==> src/rtl/dmem_arbiter.sv <==
// Shares the single-port data memory between the CPU and the PS/2 key path.
// Keys are queued and written into a mailbox word only in cycles where the CPU leaves memory idle.
module dmem_arbiter #(
  parameter int                DATA_W     = 32,
  parameter logic [DATA_W-1:0] KEY_BASE   = 32'h0000_0100,
  parameter int                FIFO_DEPTH = 4
) (
  input  logic                        clk,
  input  logic                        rst,
  input  logic                        cpu_we,
  input  logic                        cpu_re,
  input  logic [DATA_W-1:0]           cpu_addr,
  input  logic [DATA_W-1:0]           cpu_wd,
  output logic [DATA_W-1:0]           cpu_rd,
  input  logic                        key_ready,
  input  logic [7:0]                  mem_key,
  output logic                        mem_we,
  output logic [DATA_W-1:0]           mem_a,
  output logic [DATA_W-1:0]           mem_wd,
  input  logic [DATA_W-1:0]           mem_rd,
  output logic                        key_pending,
  output logic                        overflow,
  output logic [$clog2(FIFO_DEPTH):0] key_count
);
  localparam int AW = $clog2(FIFO_DEPTH);

  typedef enum logic [1:0] {IDLE, PEND, HOLD} state_t;

  state_t            state, state_nxt;
  logic [7:0]        fifo [FIFO_DEPTH];
  logic [AW-1:0]     wr_ptr, rd_ptr;
  logic [AW:0]       count_nxt;
  logic [7:0]        seq;
  logic              key_q;
  logic              push, full, grant, accept, drop, clr;

  assign cpu_rd = mem_rd;

  assign push   = key_ready & ~key_q;
  assign full   = (key_count == (AW+1)'(FIFO_DEPTH));
  assign grant  = (state == PEND) & ~cpu_we & ~cpu_re;
  // A pop in the same cycle frees the slot a push into a full FIFO needs.
  assign accept = push & (~full | grant);
  assign drop   = push & ~accept;
  assign clr    = cpu_we & (cpu_addr == KEY_BASE + DATA_W'(4)) & cpu_wd[0];

  assign count_nxt = key_count + (AW+1)'(accept) - (AW+1)'(grant);

  always_comb begin
    mem_we = cpu_we;
    mem_a  = cpu_addr;
    mem_wd = cpu_wd;
    if (grant) begin
      mem_we = 1'b1;
      mem_a  = KEY_BASE;
      mem_wd = DATA_W'({seq, fifo[rd_ptr]});
    end
  end

  always_comb begin
    state_nxt = state;
    case (state)
      IDLE:    if (key_count != '0) state_nxt = PEND;
      PEND:    if (grant) state_nxt = HOLD;
      HOLD:    state_nxt = (key_count != '0) ? PEND : IDLE;
      default: state_nxt = IDLE;
    endcase
  end

  always_ff @(posedge clk or negedge rst) begin
    if (!rst) begin
      state       <= IDLE;
      key_q       <= 1'b0;
      wr_ptr      <= '0;
      rd_ptr      <= '0;
      key_count   <= '0;
      key_pending <= 1'b0;
      overflow    <= 1'b0;
      seq         <= '0;
    end else begin
      state       <= state_nxt;
      key_q       <= key_ready;
      key_count   <= count_nxt;
      key_pending <= (count_nxt != '0);
      if (accept) wr_ptr <= wr_ptr + AW'(1);
      if (grant) begin
        rd_ptr <= rd_ptr + AW'(1);
        seq    <= seq + 8'd1;
      end
      // A drop in the same cycle as a clear keeps the flag set.
      if (drop)     overflow <= 1'b1;
      else if (clr) overflow <= 1'b0;
    end
  end

  always_ff @(posedge clk) begin
    if (accept) fifo[wr_ptr] <= mem_key;
  end
endmodule

==> config.mk <==
export PLATFORM = sky130hd
export DESIGN_NAME = dmem_arbiter
export DESIGN_NICKNAME = d
export VERILOG_FILES = /design/src/rtl/dmem_arbiter.sv
export SDC_FILE = /design/constraint.sdc
export NUM_CORES = 1
export LEC_CHECK = 0
export ABC_AREA = 0
export BUFFER_PORTS_ARGS = -buffer_cell sky130_fd_sc_hd__buf_4
export CAP_MARGIN = 20
export CELL_PAD_IN_SITES_DETAIL_PLACEMENT = 0
export CELL_PAD_IN_SITES_GLOBAL_PLACEMENT = 1
export CORE_MARGIN = 3
export CORE_UTILIZATION = 30
export CTS_CLUSTER_SIZE = 28
export DETAILED_ROUTE_END_ITERATION = 8
export PLACE_DENSITY_LB_ADDON = 0.05
export SETUP_SLACK_MARGIN = 0.4
export SLEW_MARGIN = 20
export SYNTH_ARGS = -nofsm -noshare
export SYNTH_HDL_FRONTEND = slang
export SYNTH_SLANG_ARGS = --single-unit
export TNS_END_PERCENT = 20
==> constraint.sdc <==
create_clock -name clk -period 3.8 [get_ports clk]
set_clock_uncertainty 0.1 [all_clocks]
set_input_delay 0.76 -clock clk [delete_from_list [all_inputs] [get_ports clk]]
set_output_delay 0.76 -clock clk [all_outputs]
set_load 0.05 [all_outputs]
==> out/results.tsv, run 1 <==
stage	metric	value	unit
final_layout	drive_gt1_share	53.6	%
final_layout	num-fill-cells	936	
clock_network	cts_resized	0	
sta	setup_viol	0	
global_routing	antenna_found_initial	0	
global_routing	grt_first_pass_wirelength	11100	um
floorplanning	die_h	105	um
floorplanning	fp-row-count	35	
power_and_ir_drop	p_comb_share	47.6	%
clock_network	clock-sinks	52	
final_layout	layoutNonFillerInstCount	476	
clock_network	cts_tree	built	
power_and_ir_drop	pwr-share-clk	16.2	%
clock_network	holdBufCountCts	0	
placement	pre_cts_ws	0.559	ns
drt	routed_via_density	4.34	
sta	worst_slew_pin_slew	0.615	ns
synthesis	synth_cells	233	
sta	final.setup.worst_slack	0.718	ns
final_layout	final_area	4030	um^2
clock_network	cts_max_level	2	
sta	slew_headroom	59.0	%
floorplanning	die_area	11000	um^2
drt	ant_nets	0	
drt	wl_per_cell	15.1	um
synthesis	ys_ff_latch	52	
worst_setup_path	worst_ep_required_time	2.94	ns
placement	port_buffers	146	
synthesis	ys_types	32	
synthesis	synthesis.nets	350	
worst_setup_path	end_kind	output port	
worst_setup_path	crit_path_start_kind	primary input	
power_and_ir_drop	p_sw	0.995	mW
power_and_ir_drop	power.share.switching	42.2	%
outcome	status	finished clean	
sta	finalCriticalPeriod	3.08	ns
floorplanning	num_io_pins	211	
synthesis	yosysWarnings	0	
sta	rsz0062_at_grt	no	
drt	wl	7170	um
power_and_ir_drop	cellPowerDensity	585	nW/um^2
worst_setup_path	crit_fanout	74	
clock_network	post_cts_buffers	0	
placement	gp_congestion	0.707	
final_layout	insertedDiodeCount	0	
floorplanning	die_w	105	um
global_routing	grt_usage	12.6	%
placement	dpl.cell_count	468	
sta	final.setup.tns	0	ns
floorplanning	start_util	31.3	%
worst_setup_path	worstPathArrival	2.22	ns
flow_run	maxCapViolCount	0	
clock_network	cts.clk_slew.worst_paths	0.09	ns
worst_setup_path	crit_chain	buf_4 -> nor4b_4 -> buf_12 -> mux2_2 -> buf_4	
drt	dr.pass1.iters	3	
clock_network	cts_root_buf	clkbuf_8	
drt	drcViolationCount	0	
sta	slew_violations	0	
synthesis	avgSynthCellArea	12.6	um^2
final_layout	final_util	43.0	%
global_routing	overflow	0	
worst_setup_path	crit_type	in -> out	
placement	place_area	3920	um^2
final_layout	nets	463	
worst_hold_path	hp-class	in -> async	
synthesis	syn-cell-area	2930	um^2
power_and_ir_drop	peakVddDrop	0.282	mV
floorplanning	fp.coreArea	9370	um^2
global_routing	grt_max_degree	75	
clock_network	cts_buffers	5	
sta	min_period_over_period	81.1	%
power_and_ir_drop	p_seq_share	36.3	%
worst_setup_path	reg2reg_slack	1.04	ns
final_layout	syn_to_final_growth	37.7	%
placement	dp_hpwl	5470	um
worst_setup_path	cpPeakStageDelay	0.39	ns
sta	hold_violations	0	
clock_network	insertion_delay	0.30	ns
worst_setup_path	cpMostUsedCell	buf_4	
sta	fmax	0.324	GHz
power_and_ir_drop	p_int	1.37	mW
clock_network	cts_buffer_depth	2	
power_and_ir_drop	totalPowerFinal	2.36	mW
drt	drtIter0Drc	64	
sta	whs	0.220	ns
worst_setup_path	cp_slowest_cell	mux2_2	
power_and_ir_drop	p_leak	1.75	nW
synthesis	synth-seq-area-share	49.9	%
drt	num_vias	2067	
global_routing	first_global_vias	2056	
[flip-flops by register name, indices dropped and copies added, names as in the netlist]
register and flops:
fifo 32, seq 8, key_count 3, rd_ptr 2, state 2, wr_ptr 2, key_pending 1, key_q 1
overflow 1
[final timing paths]
check / start / to / cells past startpoint
min in group clk: seq[7] / seq[7] / 1
hold reg to reg: seq[7] / seq[7] / 1
setup / recovery: cpu_re / mem_wd[2] / 5
max in group asynchronous: rst / overflow / 1
setup reg to reg: state[1] / key_pending / 11
hold / removal: rst / seq[5] / 1
[synth_stat cells (all sizes together)]
| master | instances | area [um^2] |
|---|---|---|
| mux4 | 8 | 180 |
| xnor2 | 8 | 70.1 |
| edfxtp | 32 | 961 |
| and4 | 1 | 8.76 |
| nand3 | 3 | 15.0 |
| nand4 | 3 | 18.8 |
| o21ai | 1 | 5.00 |
| nor2b | 49 | 309 |
| nor4 | 5 | 31.3 |
| nand2 | 5 | 18.8 |
| or3 | 1 | 6.26 |
| clkbuf | 4 | 15.0 |
| inv | 6 | 22.5 |
| or2 | 2 | 12.5 |
| fa | 1 | 20.0 |
| nor3 | 1 | 5.00 |
| mux2 | 18 | 203 |
| a22o | 1 | 8.76 |
| and2 | 4 | 25.0 |
| nor2 | 4 | 15.0 |
| dfrtp | 20 | 500 |
| xor2 | 4 | 35.0 |
| and3 | 1 | 6.26 |
| nor4b | 5 | 65.1 |
| ha | 7 | 87.6 |
| or4 | 1 | 7.51 |
| buf | 38 | 277 |
[cell families (layout without fill, tap and decap cells)]
family                     Yosys count  in the layout  share of synthesized area [%]
adders and majority gates            8              8                           3.67
muxes                               26             26                           13.1
AOI/OAI and AO/OA                    2              2                          0.470
xor gates and xnor gates            12             12                           3.59
buffers and inverters               48            162                           10.7
DFF                                 52             52                           49.9
and+or+nand+nor                     85             85                           18.6
[cell usage in the layout, fill, tap and decap left out, types with 5 or more instances in the layout]
cell type  instances
mux2_2            18
nor2b_1           48
nor4_1             5
mux4_2             8
clkbuf_8           5
dfrtp_1           20
nand2_1            5
ha_1               7
edfxtp_1          32
xnor2_1            8
buf_4            147
inv_1              6
[metal layers]
| layer | track usage [%] | up-vias | wire, um |
|---|---|---|---|
| met2 | 21.5 | 90 | 3550 |
| li1 | - | 1003 | - |
| met4 | 4.50 | 0 | 150 |
| met3 | 3.58 | 22 | 519 |
| met1 | 15.3 | 952 | 2950 |
| met5 | 0 | - | 0 |
[power groups by stage]
stage                     sequential, mW  clock [mW]  combinational (mW)
after floorplan                    0.879           0               0.859
after global placement             0.875           0                1.14
after detailed placement           0.876           0                1.14
after CTS                          0.864       0.397                1.14
after global routing               0.884       0.418                1.20
final                              0.856       0.382                1.12
[layout make-up]
type / instances / area (um^2) / area share (%)
Sequential cell: 52 / 1460 / 36.2
Multi-Input combinational cell: 133 / 1150 / 28.6
Timing Repair Buffer: 148 / 1120 / 27.9
Tap cell: 129 / 161 / 4.00
Clock buffer: 6 / 72.6 / 1.80
Clock inverter: 2 / 38.8 / 0.962
Inverter: 6 / 22.5 / 0.558
[worst max-delay path: cells and delay by family]
family                 cells  cell delay (ns)
multiplexers               1             0.39
buffers and inverters      3             0.66
AND/OR/NAND/NOR            1             0.36
No activity file was read; power rests on OpenSTA's default activity.
==> run 2: changes to the inputs <==
==> constraint.sdc (replaced) <==
create_clock -name clk -period 3.2 [get_ports clk]
set_clock_uncertainty 0.1 [all_clocks]
set_input_delay 0.64 -clock clk [delete_from_list [all_inputs] [get_ports clk]]
set_output_delay 0.64 -clock clk [all_outputs]
set_load 0.05 [all_outputs]
==> run 2 against run 1 <==
  * Sequential power increased by 19%
  * Wire length increased by 4.3%
  * Total power increased by 19%
  * Highest routed layer unchanged
  * Cell count increased by 2.1%
  * Final area increased by 2.9%
  * Largest cell class unchanged
  * Non-clock buffer count increased by 11
  * Sequential share of layout area decreased by 1.0 points
  * Die area unchanged
  * Critical endpoint is now mem_wd[5]
  * Register-to-register slack got worse by 0.43 ns
  * Worst hold slack got worse by 0.12 ns
==> out/results.tsv, run 2 (synthesized netlist as in run 1, its figures left out) <==
stage	metric	value	unit	change
final_layout	syn_to_final_growth	41.8	%	
floorplanning	fp-row-count	35		unchanged
clock_network	cts_tree	built		
global_routing	first_global_vias	2187		+6.4%
clock_network	clock-sinks	52		unchanged
power_and_ir_drop	p_leak	1.81	nW	+3.6%
final_layout	layout_common_cells	buf_4, nor2b_1, edfxtp_1		
clock_network	insertion_delay	0.30	ns	about the same
sta	min_period_over_period	85.1	%	
final_layout	nets	474		+2.4%
clock_network	holdBufCountCts	0		unchanged
drt	dr.pass1.iters	4		+1
sta	hold_violations	0		unchanged
floorplanning	num_io_pins	211		unchanged
worst_setup_path	crit_chain	buf_4 -> nor4b_4 -> buf_6 -> buf_16 -> mux2_2 -> buf_4		
placement	gp_congestion	0.712		+0.58%
sta	slew_violations	0		unchanged
global_routing	antenna_found_initial	0		unchanged
final_layout	largest_register	fifo		
worst_setup_path	cp_slowest_cell	mux2_2		
final_layout	num-fill-cells	897		-4.2%
sta	setup_viol	0		unchanged
placement	dpl.cell_count	471		+0.64%
worst_setup_path	cpPeakStageDelay	0.34	ns	-0.05 ns
placement	port_buffers	146		unchanged
clock_network	cts.clk_slew.worst_paths	0.09	ns	about the same
worst_setup_path	crit_path_start_kind	primary input		
drt	wl_per_cell	15.4	um	+2.2%
power_and_ir_drop	peakVddDrop	0.284	mV	+0.65%
placement	place_area	3940	um^2	+0.32%
floorplanning	start_util	31.3	%	unchanged
drt	drtIter0Drc	56		-13%
clock_network	cts_buffer_depth	2		unchanged
drt	ant_nets	0		unchanged
sta	worst_slew_pin_slew	0.436	ns	-0.179 ns
final_layout	final_area	4150	um^2	+2.9%
global_routing	grt_first_pass_wirelength	11500	um	+3.5%
sta	slew_headroom	70.7	%	+12 points
sta	final.setup.tns	0	ns	unchanged
final_layout	insertedDiodeCount	0		unchanged
power_and_ir_drop	cellPowerDensity	676	nW/um^2	+15%
clock_network	cts_max_level	2		unchanged
floorplanning	die_h	105	um	unchanged
drt	drcViolationCount	0		unchanged
final_layout	drive_gt1_share	55.5	%	+1.9 points
drt	num_vias	2147		+3.9%
worst_setup_path	crit_buf_inv	4		+1
placement	dp_hpwl	5780	um	+5.7%
floorplanning	die_w	105	um	unchanged
drt	routed_via_density	4.42		+1.7%
final_layout	reg_top3	fifo: 32 flops, seq: 8 flops, key_count: 3 flops		
worst_setup_path	crit_type	in -> out		
final_layout	layoutNonFillerInstCount	486		+2.1%
worst_setup_path	worstPathArrival	1.98	ns	-0.24 ns
drt	wl	7470	um	+4.3%
sta	rsz0062_at_grt	yes		
worst_setup_path	end_kind	output port		
global_routing	grt_max_degree	37		-51%
worst_setup_path	crit_fanout	18		-76%
sta	finalCriticalPeriod	2.72	ns	
global_routing	overflow	0		unchanged
outcome	status	finished clean		
final_layout	largest_reg_flops	32		unchanged
floorplanning	die_area	11000	um^2	unchanged
worst_setup_path	path_delay_family	buffers and inverters		
global_routing	grt_usage	13.1	%	+0.47 points
worst_setup_path	cpMostUsedCell	buf_4		
clock_network	cts_root_buf	clkbuf_8		
clock_network	cts_buffers	5		unchanged
worst_hold_path	hp-class	in -> async		
flow_run	maxCapViolCount	0		unchanged
sta	fmax	0.367	GHz	
worst_setup_path	worst_ep_required_time	2.46	ns	-0.48 ns
floorplanning	fp.coreArea	9370	um^2	unchanged
final_layout	final_common_cell	buf_4		
## run 2: what timing repair did
action,CTS,global route
pin swaps,0,3
endpoints found under the hold margin,0,0
resized for setup,4,6
gates cloned,0,2
setup buffers,0,6
setup endpoints to repair,16,16
## run 2: layout make-up
cell class | instances | area (um^2) | share of cell area [%]
Tap cell | 129 | 161 | 3.89
Inverter | 6 | 22.5 | 0.542
Clock buffer | 6 | 72.6 | 1.75
Clock inverter | 1 | 5.00 | 0.121
Multi-Input combinational cell | 133 | 1160 | 27.8
Sequential cell | 52 | 1460 | 35.2
Timing Repair Buffer | 159 | 1270 | 30.6
## run 2: through the flow
stage | utilization, % | worst slack [ns] | power (mW) | hold WS, ns
floorplan | - | 0.252 | 2.07 | 0.244
global placement | 42.0 | 0.215 | 2.41 | 0.369
detailed placement | 42.0 | 0.192 | 2.41 | 0.366
CTS | 43.0 | 0.323 | 2.76 | 0.104
global route | 44.3 | 0.378 | 2.98 | 0.0981
finish | 44.3 | 0.475 | 2.81 | 0.0996
## run 2: layer usage
| layer | global-route usage [%] | routed length (um) |
|---|---|---|
| met1 | 15.8 | 2950 |
| met2 | 23.0 | 3890 |
| met3 | 3.83 | 544 |
| met4 | 3.28 | 89 |
| met5 | 0 | 0 |
## run 2: worst paths after layout
path,startpoint,to,slack (ns),depth (start not counted)
max reg2reg,state[1],key_pending,0.61,11
max,cpu_re,mem_wd[5],0.48,6
min in group clk,key_ready,key_q,0.36,1
min,rst,seq[0],0.1,1
min reg2reg,seq[7],seq[7],0.37,1
max in group asynchronous,rst,rd_ptr[0],2.67,1
## run 2: power breakdown
| group | internal, mW | switching, mW |
|---|---|---|
| clock network | 0.149 | 0.198 |
| logic | 0.610 | 0.832 |
| registers | 0.858 | 0.159 |
| total | 1.62 | 1.19 |
==> run 3: changes to the inputs <==
--- a/config.mk
+++ b/config.mk
@@ -6,14 +6,14 @@
 export NUM_CORES = 1
 export LEC_CHECK = 0
 export ABC_AREA = 0
-export BUFFER_PORTS_ARGS = -buffer_cell sky130_fd_sc_hd__buf_4
 export CAP_MARGIN = 20
 export CELL_PAD_IN_SITES_DETAIL_PLACEMENT = 0
 export CELL_PAD_IN_SITES_GLOBAL_PLACEMENT = 1
 export CORE_MARGIN = 3
-export CORE_UTILIZATION = 30
+export CORE_UTILIZATION = 46
 export CTS_CLUSTER_SIZE = 28
 export DETAILED_ROUTE_END_ITERATION = 8
+export DONT_BUFFER_PORTS = 1
 export PLACE_DENSITY_LB_ADDON = 0.05
 export SETUP_SLACK_MARGIN = 0.4
 export SLEW_MARGIN = 20
==> run 3 against run 2 <==
  * Final area decreased by 30%
  * Critical path type is now reg -> reg
  * Sequential cell count is the same
  * Cell count is 42% lower
  * Sequential power grew 4%
  * Clock power increased by 8.4%
  * Setup slack worse by 0.036 ns
  * Wire length down 8.2%
  * Count of clock-buffer cells in the layout down 1
  * Non-clock buffer count shrank 151
  * Largest cell class unchanged
  * Via count shrank 25%
  * Critical endpoint is now key_pending
  * Register-to-register slack worse by 0.17 ns
  * Worst hold slack improved by 0.16 ns
==> out/results.tsv, run 3 (synthesized netlist as in run 1, its figures left out) <==
stage	metric	value	unit	change
worst_setup_path	cp_slowest_cell	dfrtp_1		
drt	drtIter0Drc	65		+16%
sta	fmax	0.362	GHz	-1.3%
global_routing	grt_max_degree	75		+100%
worst_setup_path	startpoint	state[1]		
sta	slew_headroom	32.5	%	-38 points
clock_network	clock-sinks	52		unchanged
final_layout	syn_to_final_growth	-0.256	%	
floorplanning	die_area	7360	um^2	-33%
final_layout	largest_register	fifo		
worst_setup_path	crit_chain	nor4b_4 -> nor4b_2 -> nor2b_2 -> inv_1 -> ha_1 -> inv_1 -> ha_2 -> fa_2 -> xor2_2 -> xnor2_2 -> or3_1		
clock_network	insertion_delay	0.30	ns	about the same
floorplanning	num_io_pins	211		unchanged
global_routing	grt_usage	18.1	%	+5.0 points
global_routing	antenna_found_initial	0		unchanged
sta	whs	0.256	ns	+0.156 ns
power_and_ir_drop	peakVddDrop	0.586	mV	+110%
floorplanning	start_util	48.6	%	+17 points
clock_network	cts_max_level	2		unchanged
worst_setup_path	worstPathArrival	2.85	ns	+0.87 ns
drt	drcViolationCount	0		unchanged
final_layout	largest_reg_flops	32		unchanged
clock_network	cts_root_buf	clkbuf_8		
floorplanning	fp.coreArea	6030	um^2	-36%
placement	dpl.cell_count	271		-42%
final_layout	nets	323		-32%
worst_setup_path	reg2reg_depth	11		unchanged
final_layout	layout_common_cells	nor2b_1, edfxtp_1, dfrtp_1		
global_routing	top_usage_layer	met2		
drt	dr.pass1.iters	5		+1
final_layout	layoutNonFillerInstCount	282		-42%
drt	wl	6860	um	-8.2%
worst_setup_path	end_kind	register		
clock_network	cts_tree	built		
global_routing	first_global_vias	1741		-20%
flow_run	maxCapViolCount	0		unchanged
global_routing	use_met1	18.3	%	+2.6 points
worst_setup_path	crit_fanout	3		-15
final_layout	num-fill-cells	546		-39%
sta	rsz0062_at_grt	yes		
final_layout	final_area	2920	um^2	-30%
placement	place_area	2780	um^2	-29%
drt	num_vias	1613		-25%
worst_setup_path	worst_ep_required_time	3.29	ns	+0.83 ns
worst_setup_path	crit_buf_inv	2		-2
clock_network	cts_buffers	5		unchanged
worst_setup_path	crit_type	reg -> reg		
sta	worst_slew_pin_slew	1.01	ns	+0.575 ns
power_and_ir_drop	p_leak	1.07	nW	-41%
worst_setup_path	path_depth	11		+5
sta	final.setup.tns	0	ns	unchanged
floorplanning	die_w	85.8	um	-18%
outcome	status	finished clean		
sta	setup_viol	0		unchanged
floorplanning	fp-row-count	28		-20%
clock_network	cts.clk_slew.worst_paths	0.09	ns	about the same
final_layout	reg_top3	fifo: 32 flops, seq: 8 flops, key_count: 3 flops		
placement	dp_hpwl	5520	um	-4.5%
worst_hold_path	hp-class	in -> reg		
global_routing	grt_first_pass_wirelength	10100	um	-13%
drt	routed_via_density	5.72		+29%
sta	min_period_over_period	86.3	%	+1.1 points
power_and_ir_drop	cellPowerDensity	863	nW/um^2	+28%
sta	final.setup.worst_slack	0.439	ns	-0.0365 ns
clock_network	cts_buffer_depth	2		unchanged
worst_setup_path	cpPeakStageDelay	0.43	ns	+0.09 ns
floorplanning	die_h	85.8	um	-18%
drt	wl_per_cell	24.3	um	+58%
worst_setup_path	reg2reg_slack	0.44	ns	-0.17 ns
final_layout	insertedDiodeCount	0		unchanged
worst_setup_path	cp-endpoint	key_pending		
worst_setup_path	crit_path_start_kind	register		
sta	finalCriticalPeriod	2.76	ns	+0.0365 ns
sta	hold_violations	0		unchanged
placement	pre_cts_ws	0.203	ns	+0.0106 ns
drt	ant_nets	0		unchanged
global_routing	overflow	0		unchanged
global_routing	use_met3	9.13	%	+5.3 points
placement	port_buffers	0		-100%
worst_setup_path	reg2reg_to	key_pending		
global_routing	use_met2	32.4	%	+9.4 points
placement	gp_congestion	0.810		+14%
sta	slew_violations	0		unchanged
final_layout	final_common_cell	nor2b_1		
worst_setup_path	r2r_start	state[1]		
worst_setup_path	cpMostUsedCell	inv_1		
worst_setup_path	path_delay_family	simple AND/OR/NAND/NOR gates		
final_layout	drive_gt1_share	24.6	%	-31 points
-- run 3: cell types whose count changed in the layout (fill, tap and decap cells not counted), sizes merged --
cell         delta
clkbuf          -3
buf           -150
dlygate4sd3     +1
clkinv          -1
inv             +2
clkinvlp        +1
-- run 3: repair_timing --
item | 4_1_cts | 5_1_grt
setup endpoints to repair | 7 | 17
endpoints found under the hold margin | 20 | 0
buffers inserted | 0 | 2
gates resized for setup | 1 | 3
hold buffers | 1 | 0
cloned | 0 | 0
pin swaps | 0 | 4
-- run 3: final cells by class --
class | count | area, um^2 | share of cell area, %
sequential | 52 | 1460 | 50.1
inverter | 6 | 22.5 | 0.771
multi-input combinational | 133 | 1170 | 40.2
clock inverter | 3 | 25.0 | 0.857
clock buffer | 5 | 68.8 | 2.36
tap | 75 | 93.8 | 3.21
timing repair buffer | 8 | 75.1 | 2.57
-- run 3: routing by layer --
metal | wire (um) | up-vias
li1 | - | 718
met1 | 2150 | 804
met2 | 3770 | 73
met3 | 816 | 18
met4 | 124 | 0
met5 | 0 | -
-- run 3: worst min-delay path by stage --
stage / depth (start not counted) / slack [ns] / from / to
after floorplan: 0 / 0.24 / rst / key_count[0]
after global placement: 0 / 0.25 / rst / key_count[0]
after detailed placement: 0 / 0.25 / rst / key_count[0]
after CTS: 0 / 0.24 / key_ready / key_q
after global routing: 0 / 0.23 / key_ready / key_q
final: 0 / 0.26 / key_ready / key_q
-- run 3: where the power goes --
group | switching, mW | internal (mW)
Sequential | 0.203 | 0.856
Combinational | 0.739 | 0.346
Clock | 0.216 | 0.159
Total | 1.16 | 1.36
-- run 3: worst register-to-register path: stages (launching register included) --
cell and delay (ns):
dfrtp_1 0.43, nor4b_4 0.33, nor4b_2 0.12, nor2b_2 0.16, inv_1 0.05, ha_1 0.26
inv_1 0.04, ha_2 0.17, fa_2 0.37, xor2_2 0.17, xnor2_2 0.15, or3_1 0.30
-- run 3: stage by stage --
step	power (mW)	utilization, %
6_report	2.52	48.5
5_1_grt	2.66	48.5
4_1_cts	2.51	47.9
3_5_place_dp	2.13	46.2
3_3_place_gp	2.10	46.2
2_1_floorplan	2.07	-
